### config.mk
export PLATFORM = sky130hd
export DESIGN_NAME = johnson_decode_monitor
export DESIGN_NICKNAME = d
export VERILOG_FILES = /design/src/rtl/johnson_decode_monitor_pkg.sv /design/src/rtl/johnson_decode_monitor_code_decode.sv /design/src/rtl/johnson_decode_monitor.sv
export SDC_FILE = /design/constraint.sdc
export NUM_CORES = 1
export LEC_CHECK = 0
export CAP_MARGIN = 5
export CORE_MARGIN = 5
export CORE_UTILIZATION = 46
export CTS_CLUSTER_DIAMETER = 150
export DETAILED_ROUTE_END_ITERATION = 7
export PLACE_DENSITY = 0.74
export SYNTH_ARGS = -nofsm -noshare
export SYNTH_HDL_FRONTEND = slang
export SYNTH_HIERARCHICAL = 1
export SYNTH_SLANG_ARGS = --single-unit
export TNS_END_PERCENT = 20
### constraint.sdc
create_clock -name clk -period 3.15 [get_ports clk]
set_input_delay 0.315 -clock clk [delete_from_list [all_inputs] [get_ports clk]]
set_output_delay 0.315 -clock clk [all_outputs]
set_load 0.02 [all_outputs]
### src/rtl/johnson_decode_monitor_pkg.sv
// Shared definitions for the Johnson-code monitor.
//   state_t        : monitor FSM states (HUNT searches for lock, TRACK follows it)
//   johnson_legal  : 1 when the low n bits of q form a Johnson code
//   johnson_index  : position (0..2n-1) of a legal Johnson code in the sequence
// The helpers take a MAX_N-wide vector plus the live width n, so one package
// serves every counter width up to MAX_N (RTL decoder and bench scoreboards).
package johnson_decode_monitor_pkg;

  localparam int MAX_N = 32;

  typedef enum logic {
    HUNT  = 1'b0,
    TRACK = 1'b1
  } state_t;

  function automatic logic [MAX_N-1:0] johnson_mask(input int n);
    logic [MAX_N-1:0] m;
    m = '0;
    for (int i = 0; i < MAX_N; i++) begin
      if (i < n) m[i] = 1'b1;
    end
    return m;
  endfunction

  // Legal iff q or ~q is a contiguous run of ones starting at bit 0
  // (including all-zeros), evaluated with n-bit arithmetic.
  function automatic logic johnson_legal(input logic [MAX_N-1:0] q, input int n);
    logic [MAX_N-1:0] m;
    logic [MAX_N-1:0] qm;
    logic [MAX_N-1:0] qn;
    m  = johnson_mask(n);
    qm = q & m;
    qn = ~q & m;
    return (((qm & (qm + 1'b1)) & m) == '0) || (((qn & (qn + 1'b1)) & m) == '0);
  endfunction

  // Ones fill from bit 0 during the first half of the cycle, then drain from
  // bit 0 during the second half; the MSB tells the two halves apart.
  function automatic int johnson_index(input logic [MAX_N-1:0] q, input int n);
    int pop;
    logic [MAX_N-1:0] qm;
    qm  = q & johnson_mask(n);
    pop = 0;
    for (int i = 0; i < MAX_N; i++) begin
      pop += int'(qm[i]);
    end
    if (n > 0 && qm[n-1]) return 2 * n - pop;
    return pop;
  endfunction

endpackage

### src/rtl/johnson_decode_monitor_code_decode.sv
// johnson_code_decode: purely combinational Johnson code classifier.
//   q     : N-bit Johnson state
//   legal : 1 when q is a valid Johnson code
//   idx   : decoded sequence index (meaningful only when legal=1)
module johnson_code_decode
  import johnson_decode_monitor_pkg::*;
#(
  parameter int N     = 4,
  parameter int CNT_W = $clog2(2 * N)
) (
  input  logic [N-1:0]     q,
  output logic             legal,
  output logic [CNT_W-1:0] idx
);

  logic [MAX_N-1:0] q_ext;

  always_comb begin
    q_ext = MAX_N'(q);
    legal = johnson_legal(q_ext, N);
    idx   = CNT_W'(johnson_index(q_ext, N));
  end

endmodule

### src/rtl/johnson_decode_monitor.sv
// johnson_decode_monitor: checks and decodes a Johnson counter state stream.
//   clk, rst    : clock, synchronous active-high reset
//   en          : sample enable for q
//   q           : N-bit Johnson state
//   clr_err     : synchronous clear of err_cnt (wins over a same-cycle increment)
//   count       : decoded index of the last legal sample
//   count_valid : pulse, legal sample accepted
//   illegal     : pulse, sample was not a Johnson code
//   seq_err     : pulse, legal but out-of-sequence sample while locked
//   locked      : FSM is in TRACK
//   wrap        : pulse, locked transition 2N-1 -> 0
//   err_cnt     : saturating count of errors seen while locked
//   fsm_state   : debug view of the FSM state
// Handshake: en is a plain qualifier; no backpressure, one sample per en=1 cycle.
module johnson_decode_monitor
  import johnson_decode_monitor_pkg::*;
#(
  parameter int N        = 4,
  parameter int LOCK_LEN = 2,
  parameter int ERR_W    = 8,
  localparam int CNT_W   = $clog2(2 * N)
) (
  input  logic             clk,
  input  logic             rst,
  input  logic             en,
  input  logic [N-1:0]     q,
  input  logic             clr_err,
  output logic [CNT_W-1:0] count,
  output logic             count_valid,
  output logic             illegal,
  output logic             seq_err,
  output logic             locked,
  output logic             wrap,
  output logic [ERR_W-1:0] err_cnt,
  output state_t           fsm_state
);

  localparam int RUN_W = $clog2(LOCK_LEN + 1);
  localparam logic [CNT_W-1:0] LAST_IDX = CNT_W'(2 * N - 1);

  logic             legal;
  logic [CNT_W-1:0] idx;

  johnson_code_decode #(.N(N), .CNT_W(CNT_W)) u_decode (
    .q     (q),
    .legal (legal),
    .idx   (idx)
  );

  state_t           state_q, state_d;
  logic [RUN_W-1:0] run_q, run_d;
  logic [CNT_W-1:0] prev_q, prev_d;
  logic [CNT_W-1:0] count_q, count_d;
  logic             count_valid_q, count_valid_d;
  logic             illegal_q, illegal_d;
  logic             seq_err_q, seq_err_d;
  logic             wrap_q, wrap_d;
  logic [ERR_W-1:0] err_cnt_q, err_cnt_d;

  logic [CNT_W-1:0] exp_idx;
  logic [RUN_W:0]   run_inc;
  logic             err_inc;

  always_comb begin
    state_d       = state_q;
    run_d         = run_q;
    prev_d        = prev_q;
    count_d       = count_q;
    count_valid_d = 1'b0;
    illegal_d     = 1'b0;
    seq_err_d     = 1'b0;
    wrap_d        = 1'b0;
    err_inc       = 1'b0;

    // Explicit wrap so non-power-of-two 2N sequences close correctly.
    exp_idx = (prev_q == LAST_IDX) ? '0 : prev_q + CNT_W'(1);
    run_inc = {1'b0, run_q} + (RUN_W + 1)'(1);

    if (en) begin
      if (legal) begin
        count_d       = idx;
        count_valid_d = 1'b1;
        prev_d        = idx;
      end
      unique case (state_q)
        HUNT: begin
          if (!legal) begin
            illegal_d = 1'b1;
            run_d     = '0;
          end else if (run_q == '0 || idx == exp_idx) begin
            run_d = run_inc[RUN_W-1:0];
            if (run_inc >= (RUN_W + 1)'(LOCK_LEN)) state_d = TRACK;
          end else begin
            // Out-of-sequence sample still starts a fresh run.
            run_d = RUN_W'(1);
          end
        end
        TRACK: begin
          if (!legal) begin
            illegal_d = 1'b1;
            err_inc   = 1'b1;
            run_d     = '0;
            state_d   = HUNT;
          end else if (idx != exp_idx) begin
            seq_err_d = 1'b1;
            err_inc   = 1'b1;
            run_d     = RUN_W'(1);
            state_d   = HUNT;
          end else begin
            wrap_d = (prev_q == LAST_IDX) && (idx == '0);
          end
        end
        default: state_d = HUNT;
      endcase
    end

    if (clr_err) begin
      err_cnt_d = '0;
    end else if (err_inc && err_cnt_q != '1) begin
      err_cnt_d = err_cnt_q + ERR_W'(1);
    end else begin
      err_cnt_d = err_cnt_q;
    end
  end

  always_ff @(posedge clk) begin
    if (rst) begin
      state_q       <= HUNT;
      run_q         <= '0;
      prev_q        <= '0;
      count_q       <= '0;
      count_valid_q <= 1'b0;
      illegal_q     <= 1'b0;
      seq_err_q     <= 1'b0;
      wrap_q        <= 1'b0;
      err_cnt_q     <= '0;
    end else begin
      state_q       <= state_d;
      run_q         <= run_d;
      prev_q        <= prev_d;
      count_q       <= count_d;
      count_valid_q <= count_valid_d;
      illegal_q     <= illegal_d;
      seq_err_q     <= seq_err_d;
      wrap_q        <= wrap_d;
      err_cnt_q     <= err_cnt_d;
    end
  end

  assign count       = count_q;
  assign count_valid = count_valid_q;
  assign illegal     = illegal_q;
  assign seq_err     = seq_err_q;
  assign wrap        = wrap_q;
  assign err_cnt     = err_cnt_q;
  assign locked      = (state_q == TRACK);
  assign fsm_state   = state_q;

endmodule

# [Word-level counts from Yosys, hierarchy flattened]
# Cells that the tools add are included.
[totals] wordCells=64 input_bits=8 out_inout_bits=17 reg_bits=18
[op_classes] n_mux=21 reduce_logical=14 order_cmp=1 eq_ne=5 add_sub_neg=9 bitwise_logic=6
[op_table] op="$logic_not 32->1" n=2
[op_table] op="$mux 1" n=12
[op_table] op="$mux 3" n=3
[op_table] op="$add 4x1->4 const B" n=2
[op_table] op="$add 8x1->8 const B" n=1
[op_table] op="$and 4x4->4" n=2
[op_table] op="$mux 2" n=4
[op_table] op="$ne 8x8->1 const B" n=1
[op_table] op="$reduce_or 5->1" n=1
[op_table] op="$not 4->4" n=1
[op_table] op="$pmux 2 s2" n=1
[op_table] op="$reduce_and 2->1" n=2
[op_table] op="$reduce_or 2->1" n=2
[op_table] op="$reduce_or 4->1" n=1
[op_table] op="$add 2x1->3" n=1
[op_table] op="$add 2x1->3 const B" n=1
[op_table] op="$add 3x1->3 const B" n=1
[op_table] op="$add 3x2->3" n=1
[op_table] op="$eq 3x3->1" n=1
[op_table] op="$eq 3x3->1 const B" n=1
[op_table] op="$ge 3x2->1 const B" n=1
[op_table] op="$logic_not 3->1" n=1
[op_table] op="$ne 3x2->1 const B" n=1
[op_table] op="$ne 3x3->1" n=1
[op_table] op="other kinds (7)" n=11

# [Longest topological paths before layout]
# Gate-level depths: netlist (run 1).
[depth] ltp_word=12 depth_mapped=15 depth_no_buf=14

# [Modules after synthesis]
# Netlist (run 1), hierarchy kept.
[modules_own_cells] module="johnson_decode_monitor" area_each_um2=1013.5 seq_area_each_um2=360.3 cells_each=121 n_inst=1
[modules_own_cells] module="johnson_code_decode" area_each_um2=211.5 seq_area_each_um2=0.0 cells_each=25 n_inst=1

# [Worst setup path after synthesis (run 1)]
# No wires, ideal clock.
[synth_timing] kind="in2reg" startpoint="input q[0]" endpoint="register err_cnt_q[1], in the netlist err_cnt[1]" cell_stages=14 slack_ns=-0.073 n_path_buf=1 t_required_ns=3.034 t_arrival_ns=3.106 setup_ns=0.116 cell_sequence="inv_1 > fa_1 > inv_1 > ha_1 > ha_1 > inv_1 > ha_1 > nand2_1 > o21ai_0 > or4b_1 > o22ai_2 > a311oi_4 > buf_6 > a41o_1"
[synth_via] elab_chain_len=12 elab_cells_between_ends=20 cone_classes="add/sub (6); eq/ne (1); mux (6); bitwise (3); reduce/logical (4)"
[synth_rtl] element="start, declared" line_no="johnson_decode_monitor.sv:26" text="input logic [N-1:0] q,"
[synth_rtl] element="$add 1x1->2 *" line_no="johnson_decode_monitor_pkg.sv:45" text="pop += int'(qm[i]);"
[synth_rtl] element="$add 2x1->3 *" line_no="johnson_decode_monitor_pkg.sv:45"
[synth_rtl] element="$add 3x2->3 *" line_no="johnson_decode_monitor_pkg.sv:45"
[synth_rtl] element="$sub 1x3->3" line_no="johnson_decode_monitor_pkg.sv:47" text="if (n > 0 && qm[n-1]) return 2 * n - pop;"
[synth_rtl] element="$mux 3" line_no="johnson_decode_monitor_pkg.sv:47"
[synth_rtl] element="$mux 3 *" line_no="johnson_decode_monitor_pkg.sv:48" text="return pop;"
[synth_rtl] element="via idx[1]" line_no="johnson_decode_monitor.sv:42" text="logic [CNT_W-1:0] idx;"
[synth_rtl] element="$ne 3x3->1 *" line_no="johnson_decode_monitor.sv:104" text="end else if (idx != exp_idx) begin"
[synth_rtl] element="$mux 1 *" line_no="johnson_decode_monitor.sv:104"
[synth_rtl] element="$mux 1 *" line_no="johnson_decode_monitor.sv:99" text="if (!legal) begin"
[synth_rtl] element="$mux 1 *" line_no="johnson_decode_monitor.sv:85" text="unique case (state_q)"
[synth_rtl] element="$mux 1 *" line_no="johnson_decode_monitor.sv:79" text="if (en) begin"
[synth_rtl] element="$logic_and 1x1->1 *" line_no="johnson_decode_monitor.sv:119" text="end else if (err_inc && err_cnt_q != '1) begin"
[synth_rtl] element="end signal, assigned" line_no="johnson_decode_monitor.sv:146" text="err_cnt_q <= err_cnt_d;"
[synth_rtl] element="end, declared" line_no="johnson_decode_monitor.sv:58" text="logic [ERR_W-1:0] err_cnt_q, err_cnt_d;"
# Mark *: on every way through the listed nets, which the timed path passes. The rest lies on a longest branch.
# A chain may end at the register's enable or synchronous reset.

# [Worst setup path after layout (run 1)]
[layout_timing] startpoint="input q[3]" endpoint="register err_cnt_q[6], in the netlist err_cnt[6]"
[layout_via] elab_chain_len=10 elab_cells_between_ends=19 cone_classes="add/sub (4); eq/ne (1); mux (7); bitwise (3); reduce/logical (4)"
[layout_rtl] element="$add 3x2->3" line_no="johnson_decode_monitor_pkg.sv:45"
[layout_rtl] element="$sub 1x3->3" line_no="johnson_decode_monitor_pkg.sv:47"
[layout_rtl] element="$mux 3" line_no="johnson_decode_monitor_pkg.sv:47"
[layout_rtl] element="$mux 3 *" line_no="johnson_decode_monitor_pkg.sv:48"
[layout_rtl] element="via idx[1]" line_no="johnson_decode_monitor.sv:42"
[layout_rtl] element="$ne 3x3->1 *" line_no="johnson_decode_monitor.sv:104"
[layout_rtl] element="$mux 1 *" line_no="johnson_decode_monitor.sv:104"
[layout_rtl] element="$mux 1 *" line_no="johnson_decode_monitor.sv:99"
[layout_rtl] element="$mux 1 *" line_no="johnson_decode_monitor.sv:85"
[layout_rtl] element="$mux 1 *" line_no="johnson_decode_monitor.sv:79"
[layout_rtl] element="$logic_and 1x1->1 *" line_no="johnson_decode_monitor.sv:119"
# Marks and branches as above.

==> run_results.csv, run 1 <==
group,metric,value,unit
outcome,status,"completed",
critical_path,startpoint_type,"input port",
final_layout,drive_gt1_frac,0.2174,
pwr,total_power,0.6020,mW
critical_path,slowest_stage,"or4b_4",
yosys,synth_top_area_cell,"dfxtp_1",
worst_hold_path,hp-class,"reg2reg",
sta,min_period_over_period,0.9427,
yosys,synth-edff-count,0,
yosys,async_flop_share,0,
sta,setup_viol,0,
sta,drv_slew,0,
critical_path,critPathArrivalTime,3.17,ns
sta,relSlewSlack,0.5910,
routing,first_iter_violations,34,
final_layout,seq_area,360.3,sq um
global_routing,first_global_vias,1123,
critical_path,critPathRequiredTime,3.35,ns
global_routing,grt-ovfl-total,0,
global_routing,grt_max_degree,14,
floorplanning,rows,18,
yosys,syn_area,1225,sq um
routing,drt-pass1-iter-count,4,
pwr,leakage,0.6972,nW
yosys,ys_ff_latch,18,
sta,period_needed,2.969,ns
yosys,synth_area_leaders,"dfxtp_1, ha_1, nand2_1",
sta,finalClockSkew,0.01327,ns
critical_path,crit_type,"in2reg",
cts,hold_buffers,0,
critical_path,path_cells,"buf_6 > inv_2 > fa_1 > inv_1 > ha_2 > ha_4 > inv_2 > ha_4 > nand2_1 > o21ai_2 > or4b_4 > o22ai_4 > a311oi_4 > buf_4 > a31o_1",
place,dpl.cell_count,208,
yosys,syn_area_per_cell,8.390,sq um
cts,numClockSinks,18,
final_layout,antenna_cells,0,
yosys,yosysSeqAreaShare,0.2942,
yosys,netlist_instances,146,
floorplanning,core,2522,sq um
yosys,synthMostInstantiatedCell,"nand2_1",
critical_path,slowest_delay,0.55,ns
cts,worstSkewPairLatency,0.30,ns
critical_path,crit_fanout,6,
yosys,syn_nets,166,
cts,h-tree-depth,1,
job,cap_violations,0,
critical_path,cp_num_buf_inv,5,
routing,drt_wl_total,2796,microns
sta,timing.hold.ws,0.4842,ns
final_layout,syn_to_final_growth,34.83,%
sta,final.setup.tns,0,ns
cts,cts_buffer_depth,2,
routing,drc,0,
final_layout,fillers,223,
pwr,power_density,364.5,nW/um^2
yosys,synth_cell_types,42,
sta,worstMarginPinSlew,0.6112,ns
floorplanning,die_w,61.61,microns
pwr,ir_drop,0.2317,mV
sta,final_hold_viol_count,0,
floorplanning,dieArea,3795,sq um
critical_path,crit_family,"adder cells",
place,portBuffers,24,
routing,drt-wirelength-per-cell,13.07,microns
floorplanning,start_util,0.4856,
floorplanning,die_y,61.61,microns
global_routing,track_usage,0.1639,
yosys,ys_warn_count,6,
routing,antenna_left,0,
cts,cts_tree,"done",
cts,cts-root-buf,"clkbuf_4",
place,dp_hpwl,2073,microns
cts,numCtsBuffers,3,
routing,routed_via_density,5.603,
final_layout,final_core_util,0.6548,
place,place.gp.congestion,0.7665,
final_layout,multi_input_area,830.8,sq um
yosys,synthFlopType,"dfxtp_1",
global_routing,grt_pass1_wl,4733,microns
yosys,synthTopCellsByCount,"nand2_1, dfxtp_1, nor2_1",
floorplanning,pin_count,25,
sta,max_freq,0.3368,GHz
final_layout,fin_nets,206,
routing,num_vias,1199,
global_routing,antenna_found_initial,0,
critical_path,crit_path_end_kind,"register",
yosys,synth_top_area_frac,0.2942,
cts,clk_pin_slew,0.11,ns
sta,rsz0062_at_grt,"false",
final_layout,stdcell_count,214,
[what timing repair did]
item | in CTS | in global routing
cloned | 1 | 0
setup buffers | 1 | 1
gates resized for setup | 9 | 12
endpoints found under the setup margin | 13 | 11
pin swaps | 4 | 8
[state kept, by name, indices dropped and copies added (netlist names)]
register     count
err_cnt          8
count_valid      1
seq_err          1
wrap             1
run_q            2
count            3
fsm_state        1
illegal          1
[cell usage in the layout (no fill, tap or decap), types with 2 or more instances in the layout]
cell type         n
xnor2_1           3
a41o_1            2
buf_4            17
nand3b_1          3
clkdlybuf4s50_1  21
and2_1            2
clkbuf_2          2
mux2i_1           2
nand2_1          20
clkbuf_4          3
a21oi_1          10
nor2b_1           2
dfxtp_1          18
a311oi_4          2
nand3_1           6
nor3_1            4
o21ai_0           3
inv_2             4
ha_4              2
inv_1             7
nor2_1           12
a31o_1            3
ha_1              8
nand4_1           3
or3_1             2
o21a_1            2
[layout make-up]
| class | instances | area share |
|---|---|---|
| Clock buffer | 3 | 0.01364 |
| Inverter | 11 | 0.02500 |
| Multi-Input combinational cell | 111 | 0.5030 |
| Sequential cell | 18 | 0.2182 |
| Tap cell | 30 | 0.02273 |
| Timing Repair Buffer | 41 | 0.2174 |
[tightest hold or removal path, cell delays in order (launching register included)]
cell	delay (ns)
dfxtp_1	0.34
nand2_1	0.06
a21oi_1	0.05
[per-stage QoR]
step	worst slack, ns	instance area [sq um]
6_report	0.1806	1652
5_1_grt	0.05633	1652
4_1_cts	0.01707	1622
3_5_place_dp	-0.6925	1558
3_3_place_gp	-0.5736	1558
2_1_floorplan	0.002346	1229
[worst paths after layout]
check        startpoint          to  slack, ns  depth (start not counted)
min reg2reg    count[2]    count[2]       0.48                          2
max                q[3]  err_cnt[6]       0.18                         15
min            count[2]    count[2]       0.48                          2
max reg2reg    count[0]  err_cnt[6]       0.93                          7
[routing by layer]
metal / global-route usage / routed length, microns / vias to the layer above
met5: 0 / 0 / -
met4: 0.07273 / 44 / 0
met3: 0.01677 / 152 / 4
met2: 0.2930 / 1419 / 29
met1: 0.1957 / 1179 / 568
li1: - / - / 598
[report_power, final]
part | switching [mW] | internal, mW
Sequential | 0.00771 | 0.236
Clock | 0.0705 | 0.0445
Combinational | 0.124 | 0.120
[logic make-up after synthesis]
logic type / Yosys count / share of synthesized area
buf+inv: 18 / 0.08376
xor+xnor: 3 / 0.02145
flops: 18 / 0.2942
mux: 2 / 0.01634
fa+ha+maj: 12 / 0.1287
simple gates: 60 / 0.2411
compound gates: 33 / 0.2145
(Power assumes the default switching activity.)
==> inputs of run 2 (changes only) <==
--- a/config.mk
+++ b/config.mk
@@ -11,6 +11,7 @@
 export CTS_CLUSTER_DIAMETER = 150
 export DETAILED_ROUTE_END_ITERATION = 7
 export PLACE_DENSITY = 0.74
+export SKIP_LAST_GASP = 1
 export SYNTH_ARGS = -nofsm -noshare
 export SYNTH_HDL_FRONTEND = slang
 export SYNTH_HIERARCHICAL = 1
==> results of run 2 <==
No change in the layout: final DEF, timing and power equal those of run 1.
==> inputs of run 3 (changes only) <==
--- a/config.mk
+++ b/config.mk
@@ -11,7 +11,6 @@
 export CTS_CLUSTER_DIAMETER = 150
 export DETAILED_ROUTE_END_ITERATION = 7
 export PLACE_DENSITY = 0.74
-export SKIP_LAST_GASP = 1
 export SYNTH_ARGS = -nofsm -noshare
 export SYNTH_HDL_FRONTEND = slang
 export SYNTH_HIERARCHICAL = 1
==> results of run 3 <==
No change in the layout: final DEF, timing and power equal those of run 1.
